--- config.mk ---
export PLATFORM = sky130hd
export DESIGN_NAME = fetch_sequencer
export DESIGN_NICKNAME = d
export VERILOG_FILES = /design/src/rtl/fetch_seq_pkg.sv /design/src/rtl/fetch_return_stack.sv /design/src/rtl/fetch_sequencer.sv
export SDC_FILE = /design/constraint.sdc
export NUM_CORES = 1
export LEC_CHECK = 0
export CAP_MARGIN = 20
export CORE_ASPECT_RATIO = 0.5
export CORE_UTILIZATION = 40
export CTS_BUF_LIST = sky130_fd_sc_hd__clkbuf_8
export CTS_CLUSTER_SIZE = 16
export DETAILED_ROUTE_END_ITERATION = 16
export GPL_TIMING_DRIVEN = 0
export PLACE_DENSITY_LB_ADDON = 0.1
export SYNTH_ARGS = -nofsm -noshare
export SYNTH_HDL_FRONTEND = slang
export SYNTH_HIERARCHICAL = 1
export SYNTH_SLANG_ARGS = --single-unit
export TNS_END_PERCENT = 100
--- constraint.sdc ---
create_clock -name clock -period 2.4 [get_ports clock]
set_clock_uncertainty 0.05 [all_clocks]
set_input_delay 0.48 -clock clock [delete_from_list [all_inputs] [get_ports clock]]
set_output_delay 0.48 -clock clock [all_outputs]
set_load 0.01 [all_outputs]
--- src/rtl/fetch_seq_pkg.sv ---
// rtl/fetch_seq_pkg.sv - shared types, widths and event precedence for fetch_sequencer
//
// Contents:
//   FETCH_ADDR_W  default PC / ROM address width
//   state_e       sequencer states
//   event_e       same-cycle events, encoded in precedence order
//   pick_event()  resolves simultaneous events to the single winner
package fetch_seq_pkg;

    localparam int FETCH_ADDR_W = 16;

    typedef enum logic [2:0] {
        S_IDLE,
        S_FETCH,
        S_ISSUE,
        S_ADVANCE,
        S_LOAD,
        S_PRIME,
        S_SETTLE,
        S_HALT
    } state_e;

    // Lower encoding wins. Reset is handled outside this table because it
    // overrides everything, including state-independent bookkeeping.
    typedef enum logic [2:0] {
        EV_HALT,
        EV_REDIRECT,
        EV_ACCEPT,
        EV_ACK,
        EV_NONE
    } event_e;

    // Inputs are expected to be pre-qualified by state by the caller.
    function automatic event_e pick_event(
        input logic halt,
        input logic redirect,
        input logic accept,
        input logic ack
    );
        if (halt)     return EV_HALT;
        if (redirect) return EV_REDIRECT;
        if (accept)   return EV_ACCEPT;
        if (ack)      return EV_ACK;
        return EV_NONE;
    endfunction

endpackage

--- src/rtl/fetch_return_stack.sv ---
// rtl/fetch_return_stack.sv - small LIFO of return addresses for call/ret redirects
//
// Ports:
//   clock, reset      clock; synchronous active-low reset (empties the stack)
//   push, push_data   write push_data on top (ignored when full)
//   pop               drop the top entry (ignored when empty; push wins if both)
//   top               current top entry (meaningless when empty)
//   full, empty       occupancy flags
module fetch_return_stack #(
    parameter int DEPTH = 4,
    parameter int W     = 16
) (
    input  logic         clock,
    input  logic         reset,
    input  logic         push,
    input  logic         pop,
    input  logic [W-1:0] push_data,
    output logic [W-1:0] top,
    output logic         full,
    output logic         empty
);

    localparam int CNT_W = $clog2(DEPTH + 1);
    localparam int IDX_W = $clog2(DEPTH);

    logic [W-1:0]     mem_q [DEPTH];
    logic [W-1:0]     mem_d [DEPTH];
    logic [CNT_W-1:0] count_q, count_d;
    logic [IDX_W-1:0] top_idx;

    assign full    = (count_q == CNT_W'(DEPTH));
    assign empty   = (count_q == '0);
    assign top_idx = IDX_W'(count_q - CNT_W'(1));
    assign top     = mem_q[top_idx];

    always_comb begin
        mem_d   = mem_q;
        count_d = count_q;
        if (push && !full) begin
            mem_d[IDX_W'(count_q)] = push_data;
            count_d                = count_q + CNT_W'(1);
        end else if (pop && !empty) begin
            count_d = count_q - CNT_W'(1);
        end
    end

    always_ff @(posedge clock) begin
        if (!reset) begin
            count_q <= '0;
            for (int i = 0; i < DEPTH; i++) mem_q[i] <= '0;
        end else begin
            count_q <= count_d;
            mem_q   <= mem_d;
        end
    end

endmodule

--- src/rtl/fetch_sequencer.sv ---
// rtl/fetch_sequencer.sv - PC fetch/issue/advance sequencer with branch, halt and ROM timeout
//
// Optional feature macro: FETCH_SEQ_CALL_STACK_EN (adds call_valid/ret_valid
// and a return-address stack of STACK_DEPTH entries).
//
// Ports:
//   clock, reset                    clock; synchronous active-low reset
//   run                             level, 1 = start/continue execution
//   pc_value                        current PC output
//   mem_req, mem_addr               ROM request (held until ack), address = pc_value
//   mem_ack, mem_data               one-cycle ROM response
//   instr_valid, instr, instr_accept  decode handshake
//   branch_valid, branch_target     one-cycle redirect request
//   halt_req                        one-cycle stop request
//   call_valid, ret_valid           (macro only) call/return redirects
//   pc_enable, pc_inc_or_set, pc_new_value  PC write controls
//   halted, fault                   HALT state; sticky ROM-timeout / stack error
module fetch_sequencer
    import fetch_seq_pkg::*;
#(
    parameter int ADDR_W   = FETCH_ADDR_W,
    parameter int MAX_WAIT = 255
`ifdef FETCH_SEQ_CALL_STACK_EN
    ,
    parameter int STACK_DEPTH = 4
`endif
) (
    input  logic              clock,
    input  logic              reset,
    input  logic              run,
    input  logic [ADDR_W-1:0] pc_value,
    output logic              mem_req,
    output logic [ADDR_W-1:0] mem_addr,
    input  logic              mem_ack,
    input  logic [15:0]       mem_data,
    output logic              instr_valid,
    output logic [15:0]       instr,
    input  logic              instr_accept,
    input  logic              branch_valid,
    input  logic [ADDR_W-1:0] branch_target,
    input  logic              halt_req,
`ifdef FETCH_SEQ_CALL_STACK_EN
    input  logic              call_valid,
    input  logic              ret_valid,
`endif
    output logic              pc_enable,
    output logic              pc_inc_or_set,
    output logic [ADDR_W-1:0] pc_new_value,
    output logic              halted,
    output logic              fault
);

    localparam int WAIT_W = $clog2(MAX_WAIT + 1);

    state_e            state_q, state_d;
    event_e            ev;
    logic [WAIT_W-1:0] wait_q, wait_d;
    logic              fault_q, fault_d;
    logic [15:0]       instr_q, instr_d;
    logic              mem_req_q, mem_req_d;
    logic              instr_valid_q, instr_valid_d;
    logic              pc_enable_q, pc_enable_d;
    logic              pc_inc_or_set_q, pc_inc_or_set_d;
    logic [ADDR_W-1:0] pc_new_value_q, pc_new_value_d;
    logic              halted_q, halted_d;

    logic              redirect_req;
    logic              redirect_err;
    logic [ADDR_W-1:0] redirect_target;

`ifdef FETCH_SEQ_CALL_STACK_EN
    logic              stack_push, stack_pop, stack_full, stack_empty;
    logic              call_push, ret_pop;
    logic [ADDR_W-1:0] stack_top;

    // Branch outranks call, call outranks return; only the winner touches the stack.
    assign call_push       = !branch_valid && call_valid;
    assign ret_pop         = !branch_valid && !call_valid && ret_valid;
    assign redirect_req    = branch_valid | call_valid | ret_valid;
    assign redirect_err    = (call_push && stack_full) || (ret_pop && stack_empty);
    assign redirect_target = ret_pop ? stack_top : branch_target;

    fetch_return_stack #(
        .DEPTH (STACK_DEPTH),
        .W     (ADDR_W)
    ) u_return_stack (
        .clock     (clock),
        .reset     (reset),
        .push      (stack_push),
        .pop       (stack_pop),
        .push_data (pc_value + ADDR_W'(1)),
        .top       (stack_top),
        .full      (stack_full),
        .empty     (stack_empty)
    );
`else
    assign redirect_req    = branch_valid;
    assign redirect_err    = 1'b0;
    assign redirect_target = branch_target;
`endif

    always_comb begin
        state_d        = state_q;
        wait_d         = '0;
        fault_d        = fault_q;
        instr_d        = instr_q;
        pc_new_value_d = '0;
`ifdef FETCH_SEQ_CALL_STACK_EN
        stack_push     = 1'b0;
        stack_pop      = 1'b0;
`endif
        // Redirects are only honoured where a squash is meaningful; LOAD/PRIME
        // must complete as a pair so the PC output lines up with the target.
        ev = pick_event(halt_req && (state_q != S_IDLE),
                        redirect_req && (state_q inside {S_FETCH, S_ISSUE, S_SETTLE}),
                        instr_accept && (state_q == S_ISSUE),
                        mem_ack && (state_q == S_FETCH));

        case (ev)
            EV_HALT: state_d = S_HALT;
            EV_REDIRECT: begin
                if (redirect_err) begin
                    fault_d = 1'b1;
                    state_d = S_HALT;
                end else begin
                    state_d        = S_LOAD;
                    pc_new_value_d = redirect_target;
`ifdef FETCH_SEQ_CALL_STACK_EN
                    stack_push     = call_push;
                    stack_pop      = ret_pop;
`endif
                end
            end
            EV_ACCEPT: state_d = S_ADVANCE;
            EV_ACK: begin
                state_d = S_ISSUE;
                instr_d = mem_data;
            end
            default: begin
                case (state_q)
                    S_IDLE:    if (run) state_d = S_FETCH;
                    S_FETCH: begin
                        if (wait_q == WAIT_W'(MAX_WAIT - 1)) begin
                            fault_d = 1'b1;
                            state_d = S_HALT;
                        end else begin
                            wait_d = wait_q + WAIT_W'(1);
                        end
                    end
                    S_ADVANCE: state_d = S_SETTLE;
                    S_LOAD:    state_d = S_PRIME;
                    S_PRIME:   state_d = S_SETTLE;
                    S_SETTLE:  state_d = run ? S_FETCH : S_IDLE;
                    default:   state_d = state_q;
                endcase
            end
        endcase

        // Outputs are decoded from the next state so they are registered
        // alongside it and line up with the state they describe.
        mem_req_d       = (state_d == S_FETCH);
        instr_valid_d   = (state_d == S_ISSUE);
        pc_enable_d     = (state_d inside {S_ADVANCE, S_LOAD, S_PRIME});
        pc_inc_or_set_d = (state_d == S_LOAD);
        halted_d        = (state_d == S_HALT);
    end

    always_ff @(posedge clock) begin
        if (!reset) begin
            state_q         <= S_IDLE;
            wait_q          <= '0;
            fault_q         <= 1'b0;
            instr_q         <= '0;
            mem_req_q       <= 1'b0;
            instr_valid_q   <= 1'b0;
            pc_enable_q     <= 1'b0;
            pc_inc_or_set_q <= 1'b0;
            pc_new_value_q  <= '0;
            halted_q        <= 1'b0;
        end else begin
            state_q         <= state_d;
            wait_q          <= wait_d;
            fault_q         <= fault_d;
            instr_q         <= instr_d;
            mem_req_q       <= mem_req_d;
            instr_valid_q   <= instr_valid_d;
            pc_enable_q     <= pc_enable_d;
            pc_inc_or_set_q <= pc_inc_or_set_d;
            pc_new_value_q  <= pc_new_value_d;
            halted_q        <= halted_d;
        end
    end

    assign mem_req       = mem_req_q;
    assign mem_addr      = mem_req_q ? pc_value : '0;
    assign instr_valid   = instr_valid_q;
    assign instr         = instr_q;
    assign pc_enable     = pc_enable_q;
    assign pc_inc_or_set = pc_inc_or_set_q;
    assign pc_new_value  = pc_new_value_q;
    assign halted        = halted_q;
    assign fault         = fault_q;

endmodule
# Word-level counts from Yosys, hierarchy flattened
# Index checks and enable logic that the tools add are counted.
[word_totals]
elab_cells = 68
ff_bits = 49
input_bits = 55
output_inout_bits = 54
[op_classes]
add_sub_neg = 1
muxes = 24
eq_ne = 16
bitwise = 3
n_reduce_logical = 14
[op_table]
columns = ["cell", "count"]
rows = [
  ["$mux W3", 10],
  ["$eq A3 B2 Y1 const B", 6],
  ["$eq A3 B3 Y1 const B", 6],
  ["$mux W16", 1],
  ["$pmux W3 S5", 1],
  ["$pmux W3 S4", 1],
  ["$mux W1", 11],
  ["$eq A3 B1 Y1 const B", 3],
  ["$reduce_bool A3 Y1", 3],
  ["$add A8 B1 Y8 const B", 1],
  ["$eq A8 B8 Y1 const B", 1],
  ["$reduce_or A7 Y1", 1],
  ["$logic_not A3 Y1", 2],
  ["$logic_and A1 B1 Y1", 4],
  ["$reduce_or A4 Y1", 1],
  ["$not A1 Y1", 3],
  ["$reduce_and A3 Y1", 1],
  ["$reduce_and A2 Y1", 1],
  ["$reduce_or A2 Y1", 1],
]

# Depth between registers and ports, before layout
[logic_depth]
word_depth = 18
mapped_depth = 8
mapped_depth_nobuf = 7

# Least setup slack after synthesis
# No wires, ideal clock.
[synth_path]
path_type = "input port to flip-flop"
start = "in halt_req"
end = "reg pc_new_value_q[7] (netlist: pc_new_value[7])"
t_arrival_ps = 1753
n_path_buf = 2
required_time_ps = 2220
stages = 7
setup_ps = 130
setup_slack_ps = 467
path_cell_list = "clkbuf_1 o22ai_1 a31o_2 nand2_1 o311ai_2 buf_6 nor3_1"
[synth_via]
elab_chain_len = 5
[synth_rtl]
columns = ["item", "line_no", "text"]
rows = [
  ["start, declared", "fetch_sequencer.sv:41", "input logic halt_req,"],
  ["$logic_and A1 B1 Y1", "fetch_sequencer.sv:114", "ev = pick_event(halt_req && (state_q != S_IDLE),"],
  ["$mux W1", "fetch_seq_pkg.sv:40", "if (halt) return EV_HALT;"],
  ["$mux W3", "fetch_seq_pkg.sv:41", "if (redirect) return EV_REDIRECT;"],
  ["$eq A3 B1 Y1", "fetch_sequencer.sv:119", "case (ev)"],
  ["$reduce_and A2 Y1 (no line)", "n/a", ""],
  ["end signal, assigned", "fetch_sequencer.sv:189", "pc_new_value_q <= pc_new_value_d;"],
  ["end, declared", "fetch_sequencer.sv:64", "logic [ADDR_W-1:0] pc_new_value_q, pc_new_value_d;"],
]
# No other way between the ends.
# A chain may end at the register's enable or synchronous reset.

# Final worst setup path
[layout_path]
start = "in branch_valid"
end = "reg pc_new_value_q[15] (netlist: pc_new_value[15])"
[layout_via]
elab_chain_len = 10
word_cells_on_any_way = 12
classes_between = "eq/ne: 1; mux: 9; reduce/logical: 2"
[layout_rtl]
columns = ["item", "line_no", "text"]
rows = [
  ["start, declared", "fetch_sequencer.sv:39", "input logic branch_valid,"],
  ["$logic_and A1 B1 Y1 (*)", "fetch_sequencer.sv:115", "redirect_req && (state_q inside {S_FETCH, S_ISSUE, S_SETTLE}),"],
  ["$mux W3", "fetch_seq_pkg.sv:41", ""],
  ["$mux W3", "fetch_seq_pkg.sv:42", "if (accept) return EV_ACCEPT;"],
  ["$mux W3", "fetch_seq_pkg.sv:43", "if (ack) return EV_ACK;"],
  ["$mux W3", "fetch_seq_pkg.sv:44", "return EV_NONE;"],
  ["$mux W3", "fetch_seq_pkg.sv:43", ""],
  ["$mux W3 (*)", "fetch_seq_pkg.sv:42", ""],
  ["$mux W3 (*)", "fetch_seq_pkg.sv:41", ""],
  ["$eq A3 B1 Y1 (*)", "fetch_sequencer.sv:119", ""],
  ["$reduce_and A2 Y1 (no line) (*)", "n/a", ""],
]
# Mark *: on every way between the ends. The rest lies on a longest branch, timed or not. The select of a mux whose other input is x is not followed.

==> impl_metrics.toml <==
[cts]
cts_setup_buffers = 0
cts.clk_slew.worst_paths_ns = 0.09
cts_tree = "yes"
cts_inserted_buffers = 5
cts_root_buffer = "sky130_fd_sc_hd__clkbuf_8"
cts.sink_count = 49
cts-root-to-sink-buffers = 2
ctsHtreeMaxLevel = 2
clock_insertion_delay_worst_skew_ns = 0.31

[worst_setup_path]
rr_endpoint = "pc_new_value[15]"
r2r_start = "state_q[2]"
ff2ff_path_depth = 7
worst_ep_required_time_ns = 2.53
regToRegSetupSlack_ns = 0.35
worstPathMaxFanout = 10
cp-start-kind = "primary input"
endpoint_kind = "flop"
critical_path.endpoint = "pc_new_value[15]"
timing_worst_setup_path_type = "primary input to flop"
startpoint = "branch_valid"
arrival_ns = 2.34

[global_routing]
grt_use_total_pct = 21.6
grtUsageMet2_pct = 36.9
top_usage_layer = "met2"
grt_first_pass_wirelength_mm = 8.51
groute.layer.met3.usage_pct = 7.26
grt_pass1_vias = 1838
grt_max_degree = 16
grtUsageMet1_pct = 25.5
grt_antenna_before_repair = 0
final_global_route_overflow_total = 0

[logic_synthesis]
synthesis.area_mm2 = 0.00199
synth-compound-area-share_pct = 10.5
synth_top_area_share_pct = 49.4
yosys_register_bits = 49
post-synth-top-area-cell = "sky130_fd_sc_hd__dfxtp_1"
synth_area_leaders = "sky130_fd_sc_hd__dfxtp_1, sky130_fd_sc_hd__nand2_1, sky130_fd_sc_hd__and2_1"
sequential_area_share_after_synthesis_pct = 49.4
post_synth_inst_count = 239
fraction_of_synthesis_flops_using_an_asynchronous_set_or_reset_pin_pct = 0
synth-warning-count = 6
synth_top_flop_cell = "sky130_fd_sc_hd__dfxtp_1"
largest_family_of_logic_cells_by_synthesized_area = "simple AND/OR/NAND/NOR gates"
synth_edf_count = 0
post_synthesis_cell_type_count = 41
synth.mux.area_fraction_pct = 0.504
synth_simple_gate_area_share_pct = 28.6
post_synth_fa_ha_maj_area_fraction_pct = 1.26
syn_nets = 296
syn-mean-instance-area_um2 = 8.31
synth-xor-area-share_pct = 2.64

[floorplan]
fp.dieW_um = 102
die_height_um = 51.8
design.die.area_mm2 = 0.00527
pin_count = 109
initial_core_util_pct = 43.4
rows = 17
design.core.area_mm2 = 0.00457

[sta]
tightest_slew_ns = 0.532
timing_hold_violations_final = 0
final_critical_path_setup_slack_ns = 0.195
fmaxAchievable_mhz = 454
timing.final.crit_share_pct = 91.9
fin_worst_hold_slack_ns = 0.409
relative_slew_slack_pct = 64.5
setup_tns_ns = 0
final_max_slew_viol_count = 0
rsz0062_at_grt = "no"
final-setup-viol-count = 0
fin_crit_ns = 2.20

[final_layout]
register_area_um2 = 981
finish.net_count = 410
area_growth_pct = 65.1
multiInputGateArea_um2 = 883
fillerInstances = 378
finish.utilization_pct = 71.7
antenna-diode-count = 0
layout.cells.non_filler = 420
drive_above_1_share_pct = 4.80

[placed_design]
io_buffer_count = 107
gp_congestion = 0.859
hpwl_mm = 4.11
dp_worst_setup_slack_ns = -0.218
dp.cells = 412

[power]
ir_drop_uv = 526
combinationalPowerShare_pct = 42.2
internal-power_mw = 1.87
power.share.sequential_pct = 35.8
swShare_pct = 33.8
pwr-share-clk_pct = 22.1
power_switching_mw = 0.954
cellPowerDensity_mw_per_mm2 = 861
p_leak_nw = 1.23

[detailed_routing]
first_pass_iters = 4
via_to_cell_ratio = 4.74
wirelength_mm = 5.39
drtIter0Drc = 44
vias = 1990
routed_antenna_nets = 0
drc = 0
detail_routed_net_length_per_standard_cell_um = 12.8

[hold_path]
hold_path.class = "flop to flop"
min_from = "instr[1]"

[run]
drv.max_cap_violation_count = 0

[status]
status = "finished, final reports clean"
==> sequential cells by signal, summed over array words and instances (netlist names) <==
| register | flops |
|---|---|
| wait_q | 8 |
| instr_valid | 1 |
| state_q | 3 |
| instr | 16 |
| pc_new_value | 16 |
| halted | 1 |
| fault | 1 |
| pc_inc_or_set | 1 |
| pc_enable | 1 |
| mem_req | 1 |
==> power groups by stage <==
stage | clock, mW | combinational, mW | sequential [mW]
2_1_floorplan | 0 | 0.607 | 1.07
3_3_place_gp | 0 | 1.12 | 1.02
3_5_place_dp | 0 | 1.15 | 1.03
4_1_cts | 0.632 | 1.16 | 1.01
5_1_grt | 0.664 | 1.31 | 1.03
6_report | 0.623 | 1.19 | 1.01
==> stage by stage <==
step	total power [mW]	cell area [um2]
floorplan	1.68	1990
global placement	2.14	3140
detailed placement	2.18	3140
CTS	2.80	3260
global route	3.01	3280
finish	2.83	3280
==> Yosys cell counts, types with 2 or more instances <==
library cell	number
sky130_fd_sc_hd__a21oi_1	19
sky130_fd_sc_hd__and2_1	18
sky130_fd_sc_hd__buf_2	2
sky130_fd_sc_hd__buf_6	2
sky130_fd_sc_hd__clkbuf_1	8
sky130_fd_sc_hd__dfxtp_1	49
sky130_fd_sc_hd__ha_1	2
sky130_fd_sc_hd__inv_1	20
sky130_fd_sc_hd__nand2_1	36
sky130_fd_sc_hd__nand2b_1	2
sky130_fd_sc_hd__nand3_1	6
sky130_fd_sc_hd__nand3b_1	3
sky130_fd_sc_hd__nor2_1	17
sky130_fd_sc_hd__nor2b_1	2
sky130_fd_sc_hd__nor3_1	17
sky130_fd_sc_hd__o21ai_0	4
sky130_fd_sc_hd__or3_1	3
sky130_fd_sc_hd__or4_1	2
sky130_fd_sc_hd__xnor2_1	3
sky130_fd_sc_hd__xor2_1	3
==> area by class of cell <==
cell class / count / area share, %
buffer: 12 / 1.95
clock buffer: 6 / 2.52
clock inverter: 2 / 1.14
inverter: 21 / 2.40
multi-input combinational: 157 / 26.9
sequential: 49 / 29.9
tap: 66 / 2.52
timing repair buffer: 107 / 32.6
==> cells by family (layout without fill, tap and decap cells) <==
logic type,after synthesis,count (layout)
AND/OR/NAND/NOR,114,114
flip-flops,49,49
AO/OA/AOI/OAI,34,34
buffers and inverters,33,148
XOR/XNOR,6,6
adder cells (fa/ha/maj),2,2
multiplexers,1,1
==> per-layer routing <==
metal	up-vias	routed length [um]
met1	906	2360
met3	10	400
met5	-	0
met2	59	2560
met4	0	73
li1	1015	-
==> how the worst min path moves through the flow <==
stage	endpoint	slack, ns	depth (start not counted)
after CTS	instr[9]	0.41	2
after detailed placement	instr[9]	0.40	2
after floorplan	wait_q[0]	0.38	1
final	instr[1]	0.41	2
after global placement	instr[9]	0.39	2
after global routing	instr[9]	0.43	2
==> timing repair <==
item                       4_1_cts  5_1_grt
hold buffers                     0        0
setup endpoints to repair        0       26
gates resized for setup          0        4
==> critical path: stages <==
cell	delay, ns
sky130_fd_sc_hd__clkdlybuf4s50_1	0.55
sky130_fd_sc_hd__o22ai_1	0.24
sky130_fd_sc_hd__a31o_2	0.17
sky130_fd_sc_hd__nand2_1	0.12
sky130_fd_sc_hd__o311ai_4	0.51
sky130_fd_sc_hd__buf_6	0.20
sky130_fd_sc_hd__nor3_1	0.05
==> placed cells by master, fill, tap and decap left out, types with 4 or more instances in the layout <==
master and n:
sky130_fd_sc_hd__nor2_1 17, sky130_fd_sc_hd__dfxtp_1 49, sky130_fd_sc_hd__inv_1 20, sky130_fd_sc_hd__and2_1 18, sky130_fd_sc_hd__nor3_1 17, sky130_fd_sc_hd__clkbuf_1 7, sky130_fd_sc_hd__nand3_1 6, sky130_fd_sc_hd__o21ai_0 4
sky130_fd_sc_hd__nand2_1 36, sky130_fd_sc_hd__clkbuf_8 6, sky130_fd_sc_hd__a21oi_1 19, sky130_fd_sc_hd__clkdlybuf4s50_1 107
No activity file was read; power rests on OpenSTA's default activity.
